--- src/rtl/dht_sensor_rx.sv ---
// Single-wire DHT-style humidity/temperature reader: issues the host start pulse,
// times the sensor's response and 40 data bits, then validates the checksum.
module dht_sensor_rx #(
    parameter int CLKS_PER_US    = 50,
    parameter int START_LOW_US   = 18000,
    parameter int BIT1_THRESH_US = 40,
    parameter int TIMEOUT_US     = 200
) (
    input  logic       clk,
    input  logic       rst,
    input  logic       start,
    input  logic       dq_in,
    output logic       dq_oe,
    output logic       busy,
    output logic [7:0] humidity_out,
    output logic [7:0] temp_out,
    output logic       data_valid,
    output logic       err_cksum,
    output logic       err_timeout
);

    localparam logic [23:0] START_CYC   = 24'(START_LOW_US * CLKS_PER_US);
    localparam logic [23:0] BIT1_CYC    = 24'(BIT1_THRESH_US * CLKS_PER_US);
    localparam logic [23:0] TIMEOUT_CYC = 24'(TIMEOUT_US * CLKS_PER_US);
    // The synchronizer still shows our own start pulse for two cycles after release.
    localparam logic [23:0] SYNC_SETTLE = 24'd2;

    typedef enum logic [2:0] {
        IDLE, START_LOW, WAIT_RESP, RESP_LOW, RESP_HIGH, BIT_LOW, BIT_HIGH, CHECK
    } state_t;

    state_t      state_reg, state_next;
    logic        dq_meta_reg, dq_sync_reg;
    logic [23:0] cnt_reg;
    logic [5:0]  bit_idx_reg;
    logic [39:0] shift_reg;
    logic [7:0]  humidity_reg, temp_reg;
    logic        data_valid_reg, err_cksum_reg;
    logic        timeout_hit, bit_val;
    logic [7:0]  frame_byte [5];
    logic [7:0]  sum;

    genvar gi;
    generate
        for (gi = 0; gi < 5; gi++) begin : g_bytes
            assign frame_byte[gi] = shift_reg[39 - 8*gi -: 8];
        end
    endgenerate

    assign sum     = frame_byte[0] + frame_byte[1] + frame_byte[2] + frame_byte[3];
    assign bit_val = (cnt_reg >= BIT1_CYC);  // high lasted cnt_reg+1 cycles when low is seen

    always_ff @(posedge clk or posedge rst) begin
        if (rst)
            state_reg <= IDLE;
        else
            state_reg <= state_next;
    end

    always_comb begin
        state_next  = state_reg;
        timeout_hit = 1'b0;
        case (state_reg)
            IDLE:      if (start) state_next = START_LOW;
            START_LOW: if (cnt_reg == START_CYC - 24'd1) state_next = WAIT_RESP;
            WAIT_RESP, RESP_LOW, RESP_HIGH, BIT_LOW, BIT_HIGH: begin
                if (cnt_reg >= TIMEOUT_CYC) begin
                    timeout_hit = 1'b1;
                    state_next  = IDLE;
                end else begin
                    case (state_reg)
                        WAIT_RESP: if (cnt_reg >= SYNC_SETTLE && !dq_sync_reg) state_next = RESP_LOW;
                        RESP_LOW:  if (dq_sync_reg)  state_next = RESP_HIGH;
                        RESP_HIGH: if (!dq_sync_reg) state_next = BIT_LOW;
                        BIT_LOW:   if (dq_sync_reg)  state_next = BIT_HIGH;
                        BIT_HIGH:  if (!dq_sync_reg) state_next = (bit_idx_reg == 6'd39) ? CHECK : BIT_LOW;
                        default:   state_next = IDLE;
                    endcase
                end
            end
            CHECK:     state_next = IDLE;
            default:   state_next = IDLE;
        endcase
    end

    always_ff @(posedge clk or posedge rst) begin
        if (rst) begin
            dq_meta_reg    <= 1'b1;
            dq_sync_reg    <= 1'b1;
            cnt_reg        <= '0;
            bit_idx_reg    <= '0;
            shift_reg      <= '0;
            humidity_reg   <= '0;
            temp_reg       <= '0;
            data_valid_reg <= 1'b0;
            err_cksum_reg  <= 1'b0;
        end else begin
            dq_meta_reg <= dq_in;
            dq_sync_reg <= dq_meta_reg;

            if (state_next != state_reg || state_reg == IDLE)
                cnt_reg <= '0;
            else
                cnt_reg <= cnt_reg + 24'd1;

            if (state_reg == RESP_HIGH && state_next == BIT_LOW)
                bit_idx_reg <= '0;
            else if (state_reg == BIT_HIGH && (state_next == BIT_LOW || state_next == CHECK)) begin
                shift_reg   <= {shift_reg[38:0], bit_val};
                bit_idx_reg <= bit_idx_reg + 6'd1;
            end

            data_valid_reg <= 1'b0;
            err_cksum_reg  <= 1'b0;
            if (state_reg == CHECK) begin
                if (sum == frame_byte[4]) begin
                    data_valid_reg <= 1'b1;
                    humidity_reg   <= (frame_byte[0] > 8'd100) ? 8'd100 : frame_byte[0];
                    temp_reg       <= frame_byte[2];
                end else begin
                    err_cksum_reg  <= 1'b1;
                end
            end
        end
    end

    assign dq_oe        = (state_reg == START_LOW);
    assign busy         = (state_reg != IDLE);
    assign humidity_out = humidity_reg;
    assign temp_out     = temp_reg;
    assign data_valid   = data_valid_reg;
    assign err_cksum    = err_cksum_reg;
    assign err_timeout  = timeout_hit;

endmodule

--- config.mk ---
export PLATFORM = sky130hd
export DESIGN_NAME = dht_sensor_rx
export DESIGN_NICKNAME = d
export VERILOG_FILES = /design/src/rtl/dht_sensor_rx.sv
export SDC_FILE = /design/constraint.sdc
export NUM_CORES = 1
export LEC_CHECK = 0
export CORE_ASPECT_RATIO = 2
export CORE_MARGIN = 4
export CORE_UTILIZATION = 30
export CTS_CLUSTER_DIAMETER = 30
export CTS_CLUSTER_SIZE = 12
export DETAILED_ROUTE_END_ITERATION = 12
export GPL_TIMING_DRIVEN = 0
export SLEW_MARGIN = 10
export SYNTH_ARGS = -nofsm -noshare
export SYNTH_HDL_FRONTEND = slang
export SYNTH_SLANG_ARGS = --single-unit
--- constraint.sdc ---
create_clock -name clk -period 8.8 [get_ports clk]
set_input_delay 0.88 -clock clk [delete_from_list [all_inputs] [get_ports clk]]
set_output_delay 0.88 -clock clk [all_outputs]
set_load 0.02 [all_outputs]
Word-level counts from Yosys, hierarchy flattened
Cells that the tools add are included.
{ "op_classes": {"div": 0, "n_mul": 0, "magnitude_cmp": 4, "n_bitwise": 1, "n_mux": 21, "addsub": 5, "shift": 0, "n_reduce_logical": 12, "n_eq_ne": 13} }
{ "op_table": {"columns": ["cell", "n"], "rows": [
  ["$add A24 B1 Y24 const B", 1],
  ["$add A8 B8 Y8", 3],
  ["$eq A24 B20 Y1 const B", 1],
  ["$ge A24 B11 Y1 const B", 1],
  ["$ge A24 B14 Y1 const B", 1],
  ["$ge A24 B2 Y1 const B", 1],
  ["$mux W24", 1],
  ["$mux W3", 8],
  ["$eq A3 B3 Y1 const B", 6],
  ["$pmux W3 S5", 1],
  ["$mux W6", 2],
  ["$pmux W3 S4", 1],
  ["$eq A8 B8 Y1", 1],
  ["$gt A8 B7 Y1 const B", 1],
  ["$mux W8", 1],
  ["$add A6 B1 Y6 const B", 1],
  ["$eq A3 B2 Y1 const B", 2],
  ["$eq A6 B6 Y1 const B", 1],
  ["$mux W1", 6],
  ["$reduce_or A5 Y1", 1],
  ["$reduce_and A2 Y1", 2],
  ["$eq A3 B1 Y1 const B", 1],
  ["$logic_and A1 B1 Y1", 3],
  ["$logic_not A3 Y1", 1],
  ["7 further kinds", 8]
]} }
{ "totals": {"ff_bits": 93, "in_bits": 4, "mem_bits_ro": 0, "out_inout_bits": 21, "n_memories": 0, "mem_bits_rw": 0, "word_cells": 66, "latch_bits": 0} }

Logic depth before layout (Yosys ltp)
Gate-level depths: netlist (run 1).
{ "logic_depth": {"ltp_word": 11, "mapped_depth": 11, "depth_no_buf": 10} }

Worst setup path before layout (run 1)
Ideal clock, no wire load.
{ "synth_timing": {"path_kind": "register -> register", "startpoint": "reg shift_reg[9], in the netlist frame_byte[9]", "endpoint": "reg temp_reg[0], in the netlist temp_out[0]", "setup_time_ns": 0.125, "path_stages_with_launch": 12, "path_buffers": 1, "setup_slack_ns": 4.903, "synth_period_minus_slack_ns": 3.897, "required_ns": 8.675, "arrival_ns": 3.773, "cell_sequence": "dfrtp_1 fa_1 fa_1 ha_1 inv_1 fa_1 o21ai_0 a31oi_1 xnor2_1 nor4_2 buf_2 mux2_2"} }
{ "synth_between": {"elab_chain_cells": 3} }
{ "synth_lines": {"columns": ["item", "line", "rtl"], "rows": [
  ["start, declared", "36", "logic [39:0] shift_reg;"],
  ["start signal, assigned", "109", "shift_reg <= {shift_reg[38:0], bit_val};"],
  ["$add A8 B8 Y8", "50", "assign sum = frame_byte[0] + frame_byte[1] + frame_byte[2] + frame_byte[3];"],
  ["$eq A8 B8 Y1", "116", "if (sum == frame_byte[4]) begin"],
  ["$reduce_and A2 Y1 (no line)", null, null],
  ["end signal, assigned", "119", "temp_reg <= frame_byte[2];"],
  ["end, declared", "37", "logic [7:0] humidity_reg, temp_reg;"]
]} }
No other way between the ends.
A chain may end at the register's enable or synchronous reset.

Worst setup path in the final report (run 1)
{ "layout_timing": {"startpoint": "reg shift_reg[17], in the netlist frame_byte[17]", "endpoint": "reg temp_reg[2], in the netlist temp_out[2]"} }
{ "layout_between": {"elab_chain_cells": 4} }
{ "layout_lines": {"columns": ["item", "line"], "rows": [
  ["$add A8 B8 Y8 (2 in series)", "50"],
  ["$eq A8 B8 Y1", "116"],
  ["$reduce_and A2 Y1 (no line)", null]
]} }
No other way between the ends.

==> impl_results.md, run 1 <==
- Fillers: between 1500 and 2000
- Slew HR: 32.3%
- Clock latency on the worst-skew pair: roughly 350 ps
- Primary FF master, synth: dfrtp_1
- FP Rows: 66
- Antenna Violating Nets Remaining: 0
- Remaining global-route overflow: 0
- Drt drc: 0
- Clock sinks: slightly above 90
- First-pass GRT wire length: ~17000 µm
- CTS root buf: clkbuf_16
- Initial antenna violation count: 0
- Largest register FFs: 40
- VDD IR max: about 0.092 mV
- RSZ-0062 raised after global routing: no
- Die Height: 190 µm
- WL/cell: about 15 µm
- Worst R2R Start: frame_byte[17]$_DFFE_PP0P_
- Global placer's final weighted congestion: a little over 0.8
- Net Sw Frac: a little over a quarter
- Crit path kind: register to register
- R2r setup slk: between 4000 and 5000 ps
- Clock Path Buffers: 2
- Hold Vio Cnt, Final: 0
- Clock skew: between 10 and 15 ps
- Initial drt markers: ~70
- Number of diodes: 0
- Post-synth ARST share: 100%
- CTS H-tree depth: 3
- Setup violations, final: 0
- Final period utilization: 52.5%
- Critical Path Start: frame_byte[17]$_DFFE_PP0P_
- Detailed Route WL: 10100 µm
- Mapped Cells: ~420
- Clk slew on worst S/H paths: about 80 ps
- Vias in the first global route: about 3500
- CP max FO: 10
- DR vias: between 3000 and 4000
- Highest clock rate: 216 MHz
- Unique masters post-synth: slightly below 50
- Sequential share of the synthesized area: 46.7%
- Largest net degree at the start of global routing: 53
- Post CTS Setup Buffer Count: 0
- PwrDens: 159 nW/µm²
- Yosys top cell by area: dfrtp_1
- CTS Buf Count: 9
- Pre-CTS setup slack: ~4000 ps
- Setup crit start kind: register
- Syn_nets: 450
- Synth Cell Area: ~5000 µm²
- Post-CTS Resized: 0
- Initial Utilization: between 30% and 40%
- Share of layout cells above drive strength 1: 18.4%
- Hold wc startpoint: dq_meta_reg$_DFF_PP1_
- Share of the synthesized area in the top cell type: roughly 46%
- Max_cap viols: 0
- Die area: about 19000 µm²
- Clock share of power: between 40% and 50%
- Number of port buffers: 24
- Number of synthesized flops with an enable pin: 0
- Final worst path period need: approximately 4600 ps
- DR vias/cell: 4.84
- Most frequent cells in the layout: dfrtp_1 (91), nor2_1 (45), mux2_4 (37), nand2_1 (29), clkdlybuf4s50_1 (24)
- Final layout net count: roughly 490
- Worst R2R End: temp_out[2]$_DFFE_PP0P_
- Commonest non-fill, non-tap cell in the layout: dfrtp_1
- Ys Warns: 0
- Depth of the most critical reg-to-reg path: 11
- P_int: 671 µW
- Average size of a mapped cell: around 12 µm²
- Layout overhead on the synthesized area: 16.5%
- Pleak: ~0.0028 µW
- First-pass DRT Iterations: 4
- Worst Path Required: about 9000 ps
- I/O pins: 25
- Worst hold stages: 0
- Post-CTS Hold Fix Bufs: 0
- Die Wd: about 99 µm
- Outcome: completed
- TritonCTS clock tree: built
- CP Capture Type: register
- Setup ws final: 4180 ps
- Core Area: roughly 16000 µm²
- Placed wire-length estimate: between 7000 and 8000 µm
- Slew Viols, Final: 0
- Hold path endpoint: dq_sync_reg$_DFF_PP1_
- Slew @ Worst Pin: 1010 ps
- Reg power frac: roughly 50%
- Setup TNS: 0 ps
- Total track usage: 11.5%
- Synth area leaders: dfrtp_1 (46%), mux2_4 (11%), fa_1 (5.6%)
- WP data arrival: just under 5000 ps
- Flops & latches, synth: 93
- Net Switching: about 250 µW
- Logic pwr share: between 7 and 8%
- HP Class: register to register
-- per-layer routing --
metal | share of wire (%) | GRT usage [%] | vias up
met5 | 0 | 0 | -
met4 | 2.4 | 4.37 | 0
met3 | 2.7 | 2.27 | 18
met2 | 57 | 21.8 | 44
met1 | 38 | 12.2 | 1636
li1 | - | - | 1527
-- synth_stat cells (2+ instances only) --
library cell,instances
o21ai_0,11
a21o_1,2
inv_1,17
nand4b_1,2
a221o_1,2
buf_6,7
clkbuf_1,11
nand3_1,16
nor4_4,2
nor4b_1,2
dfrtp_1,91
nor3_1,5
and3_1,4
nand4_1,8
dfstp_2,2
or4_1,3
mux2_4,37
nor2_1,45
nand2b_1,3
ha_1,10
xnor2_1,21
o41ai_1,2
a21oi_1,6
mux2_2,12
nor4_1,10
mux2i_1,7
or3_1,2
xor2_1,19
nand2_1,29
a31oi_1,2
fa_1,14
-- how the worst max path moves through the flow --
stage | to
finish | temp_out[2]$_DFFE_PP0P_
global placement | temp_out[1]$_DFFE_PP0P_
floorplan | temp_out[0]$_DFFE_PP0P_
detailed placement | temp_out[2]$_DFFE_PP0P_
CTS | temp_out[2]$_DFFE_PP0P_
global route | temp_out[2]$_DFFE_PP0P_
-- cell families after synthesis --
kind of cell               share of synthesized area, %
AOI/OAI and AO/OA                                  4.36
xor gates and xnor gates                           7.02
adders and majority gates                          8.12
buffers and inverters                              3.79
DFF                                                46.7
muxes                                              15.2
and+or+nand+nor                                    14.8
-- metrics by stage --
step                      cells  utilization, %  area, µm²  total power (µW)  hold WS, ps
after global routing        667            35.7       5820               965          366
after global placement      650            33.7       5490               537          346
final                       667            35.7       5820               924          360
after CTS                   667            35.7       5820               937          360
after detailed placement    651            33.9       5520               542          354
after floorplan             422               -       4990               521          345
-- worst max-delay path, stage by stage (launching register included) --
cell,delay (ps)
dfrtp_1,440
fa_1,550
fa_1,540
ha_1,180
inv_1,60
fa_1,390
o21ai_0,320
a31oi_1,160
xnor2_1,190
nor4_2,880
buf_2,420
mux2_2,380
-- cell type report --
type	instances	area (µm²)	area share [%]
Clock inverter	7	75.1	1.29
Multi-Input combinational cell	293	2470	42.5
Tap cell	204	255	4.39
Sequential cell	93	2330	40.1
Buffer	19	125	2.15
Timing Repair Buffer	25	268	4.60
Clock buffer	9	225	3.87
Inverter	17	66.3	1.14
-- power by group through the flow --
stage                     Sequential, µW  Clock (µW)  Combinational [µW]
after floorplan                      466           0                54.6
after global placement               471           0                65.9
after detailed placement             472           0                70.5
after CTS                            464         403                70.9
after global routing                 466         419                79.9
final                                464         391                69.0
Note: power is estimated with default switching activity, not from simulation.
==> run 2, diff against run 1 <==
clock period = 4.3 ns   (was 8.8 ns; I/O delays follow)
==> run 2 against run 1 <==
Fmax rose by 16%. Clock power up 110%. Sequential power grew 100%. Wire length grew 0.16%. Largest power group unchanged.
==> impl_results.md, run 2 (synthesized netlist as in run 1, its figures left out) <==
- Met3 usage: 2.27% (unchanged)
- Number of diodes: 0 (unchanged)
- DP Cell Count: 651 (unchanged)
- Clock sinks: 93 (unchanged)
- Slew HR: 46.1% (was 32.3%)
- First-pass DRT Iterations: 6 (was 4)
- Final Total Pwr: 1890 µW (was 924 µW)
- Clock latency on the worst-skew pair: 350 ps (about the same)
- RSZ-0062 raised after global routing: no (unchanged)
- Worst Path Required: 4540 ps (was 9040 ps)
- Drt drc: 0 (unchanged)
- Largest register FFs: 40 (unchanged)
- DR vias/cell: 4.82 (was 4.84)
- Worst path most repeated cell: fa_1 (unchanged)
- Die area: 18900 µm² (unchanged)
- Depth of the most critical reg-to-reg path: 11 (unchanged)
- HP Class: register to register (unchanged)
- Fin cells: 668 (was 667)
- TritonCTS clock tree: built (unchanged)
- FP Rows: 66 (unchanged)
- Grt peak-use layer: met2 (unchanged)
- WP data arrival: 4230 ps (was 4860 ps)
- Crit path kind: register to register (unchanged)
- Global placer's final weighted congestion: 0.813 (unchanged)
- Core Area: 16300 µm² (unchanged)
- Layout overhead on the synthesized area: 16.9% (was 16.5%)
- Clock skew: 13.7 ps (about the same)
- CTS root buf: clkbuf_16 (unchanged)
- Setup violations, final: 0 (unchanged)
- Setup crit start kind: register (unchanged)
- Initial antenna violation count: 0 (unchanged)
- Hold wc startpoint: dq_meta_reg$_DFF_PP1_ (unchanged)
- Worst R2R End: temp_out[2]$_DFFE_PP0P_ (unchanged)
- Antenna Violating Nets Remaining: 0 (unchanged)
- Worst R2R Start: frame_byte[17]$_DFFE_PP0P_ (unchanged)
- Met2 usage: 22.0% (was 21.8%)
- VDD IR max: 0.188 mV (was 0.0919 mV)
- Max_cap viols: 0 (unchanged)
- CP max stage cell: fa_1 (was nor4_2)
- R2r setup slk: 310 ps (was 4180 ps)
- Final worst path period need: 3990 ps (was 4620 ps)
- I/O pins: 25 (unchanged)
- M1 GR Usage: 12.2% (about the same)
- CP Cell Sequence: fa_1 > fa_1 > ha_1 > inv_1 > fa_1 > xnor2_1 > nor3_1 > nand4_1 > nor4_4 > clkbuf_4 > mux2_2 (was fa_1 > fa_1 > ha_1 > inv_1 > fa_1 > o21ai_0 > a31oi_1 > xnor2_1 > nor4_2 > buf_2 > mux2_2)
- Slowest stage delay, CP: 610 ps (was 880 ps)
- CTS Buf Count: 9 (unchanged)
- Largest net degree at the start of global routing: 53 (unchanged)
- Number of port buffers: 24 (unchanged)
- PwrDens: 324 nW/µm² (was 159 nW/µm²)
- Worst hold stages: 0 (unchanged)
- Most frequent cells in the layout: dfrtp_1 (91), nor2_1 (45), mux2_4 (37), nand2_1 (29), clkdlybuf4s50_1 (24) (unchanged)
- Share of layout cells above drive strength 1: 18.5% (was 18.4%)
- Remaining global-route overflow: 0 (unchanged)
- DR vias: 3219 (was 3225)
- Die Height: 190 µm (unchanged)
- First-pass GRT wire length: 17400 µm (was 17300 µm)
- Total track usage: 11.6% (was 11.5%)
- Vias in the first global route: 3464 (was 3461)
- WL/cell: 15.2 µm (about the same)
- CP Capture Type: register (unchanged)
- Highest clock rate: 251 MHz (was 216 MHz)
- Hold Vio Cnt, Final: 0 (unchanged)
- Initial Utilization: 30.7% (unchanged)
- Fillers: 1598 (was 1603)
- Slew Viols, Final: 0 (unchanged)
- Initial drt markers: 76 (was 71)
- Outcome: completed (unchanged)
- Pleak: 0.00277 µW (was 0.00276 µW)
- Final layout net count: 487 (was 486)
- CTS H-tree depth: 3 (unchanged)
- Hold path endpoint: dq_sync_reg$_DFF_PP1_ (unchanged)
- Die Wd: 99.2 µm (unchanged)
- Commonest non-fill, non-tap cell in the layout: dfrtp_1 (unchanged)
- CP max FO: 10 (unchanged)
- Clk slew on worst S/H paths: 80 ps (about the same)
- Final period utilization: 92.7% (was 52.5%)
- Clock Path Buffers: 2 (unchanged)
- Detailed Route WL: 10100 µm (about the same)
- Placed wire-length estimate: 7620 µm (unchanged)
- Slew @ Worst Pin: 801 ps (was 1010 ps)
## run 2: layer usage
layer,wire length [µm],vias up
met5,0,-
met4,238,0
met3,276,18
met2,5860,44
met1,3760,1629
li1,-,1528
## run 2: through the flow
stage	setup TNS (ps)	hold WS (ps)	util, %	setup slack, ps	area (µm²)
2_1_floorplan	0	345	-	403	4990
6_report	0	360	35.9	313	5830
5_1_grt	0	366	35.9	71.3	5830
3_5_place_dp	-3700	354	33.9	-483	5520
4_1_cts	0	360	35.8	50.9	5830
3_3_place_gp	-2450	346	33.7	-367	5490
## run 2: worst max-delay path by stage
stage,end,from
2_1_floorplan,temp_out[0]$_DFFE_PP0P_,frame_byte[9]$_DFFE_PP0P_
3_3_place_gp,temp_out[2]$_DFFE_PP0P_,frame_byte[17]$_DFFE_PP0P_
3_5_place_dp,temp_out[2]$_DFFE_PP0P_,frame_byte[17]$_DFFE_PP0P_
4_1_cts,temp_out[2]$_DFFE_PP0P_,frame_byte[17]$_DFFE_PP0P_
5_1_grt,temp_out[2]$_DFFE_PP0P_,frame_byte[17]$_DFFE_PP0P_
6_report,temp_out[2]$_DFFE_PP0P_,frame_byte[17]$_DFFE_PP0P_
## run 2: worst max-delay path, delay by kind of cell, from the launching register on
family / cells / cell delay (ps)
mux: 1 / 360
simple gates: 3 / 840
xor+xnor: 1 / 140
flops: 1 / 450
buf+inv: 2 / 380
fa+ha+maj: 4 / 1700
## run 2: where the power goes
group	internal (µW)	switching, µW
combinational	53.0	88.2
sequential	908	40.5
clock	413	389
total	1370	518
## run 2: cell type report
type | count | area, µm² | area share, %
Clock inverter | 7 | 75.1 | 1.29
Sequential cell | 93 | 2330 | 39.9
Timing Repair Buffer | 26 | 275 | 4.72
Multi-Input combinational cell | 293 | 2480 | 42.5
Tap cell | 204 | 255 | 4.37
Inverter | 17 | 66.3 | 1.14
Clock buffer | 9 | 225 | 3.86
Buffer | 19 | 128 | 2.19
## run 2: what timing repair did
item / in CTS / in global routing
gates cloned: 0 / 0
pin swaps: 1 / 0
hold buffers: 0 / 0
setup buffers: 1 / 0
gates resized for setup: 1 / 2
setup endpoints to repair: 16 / 3
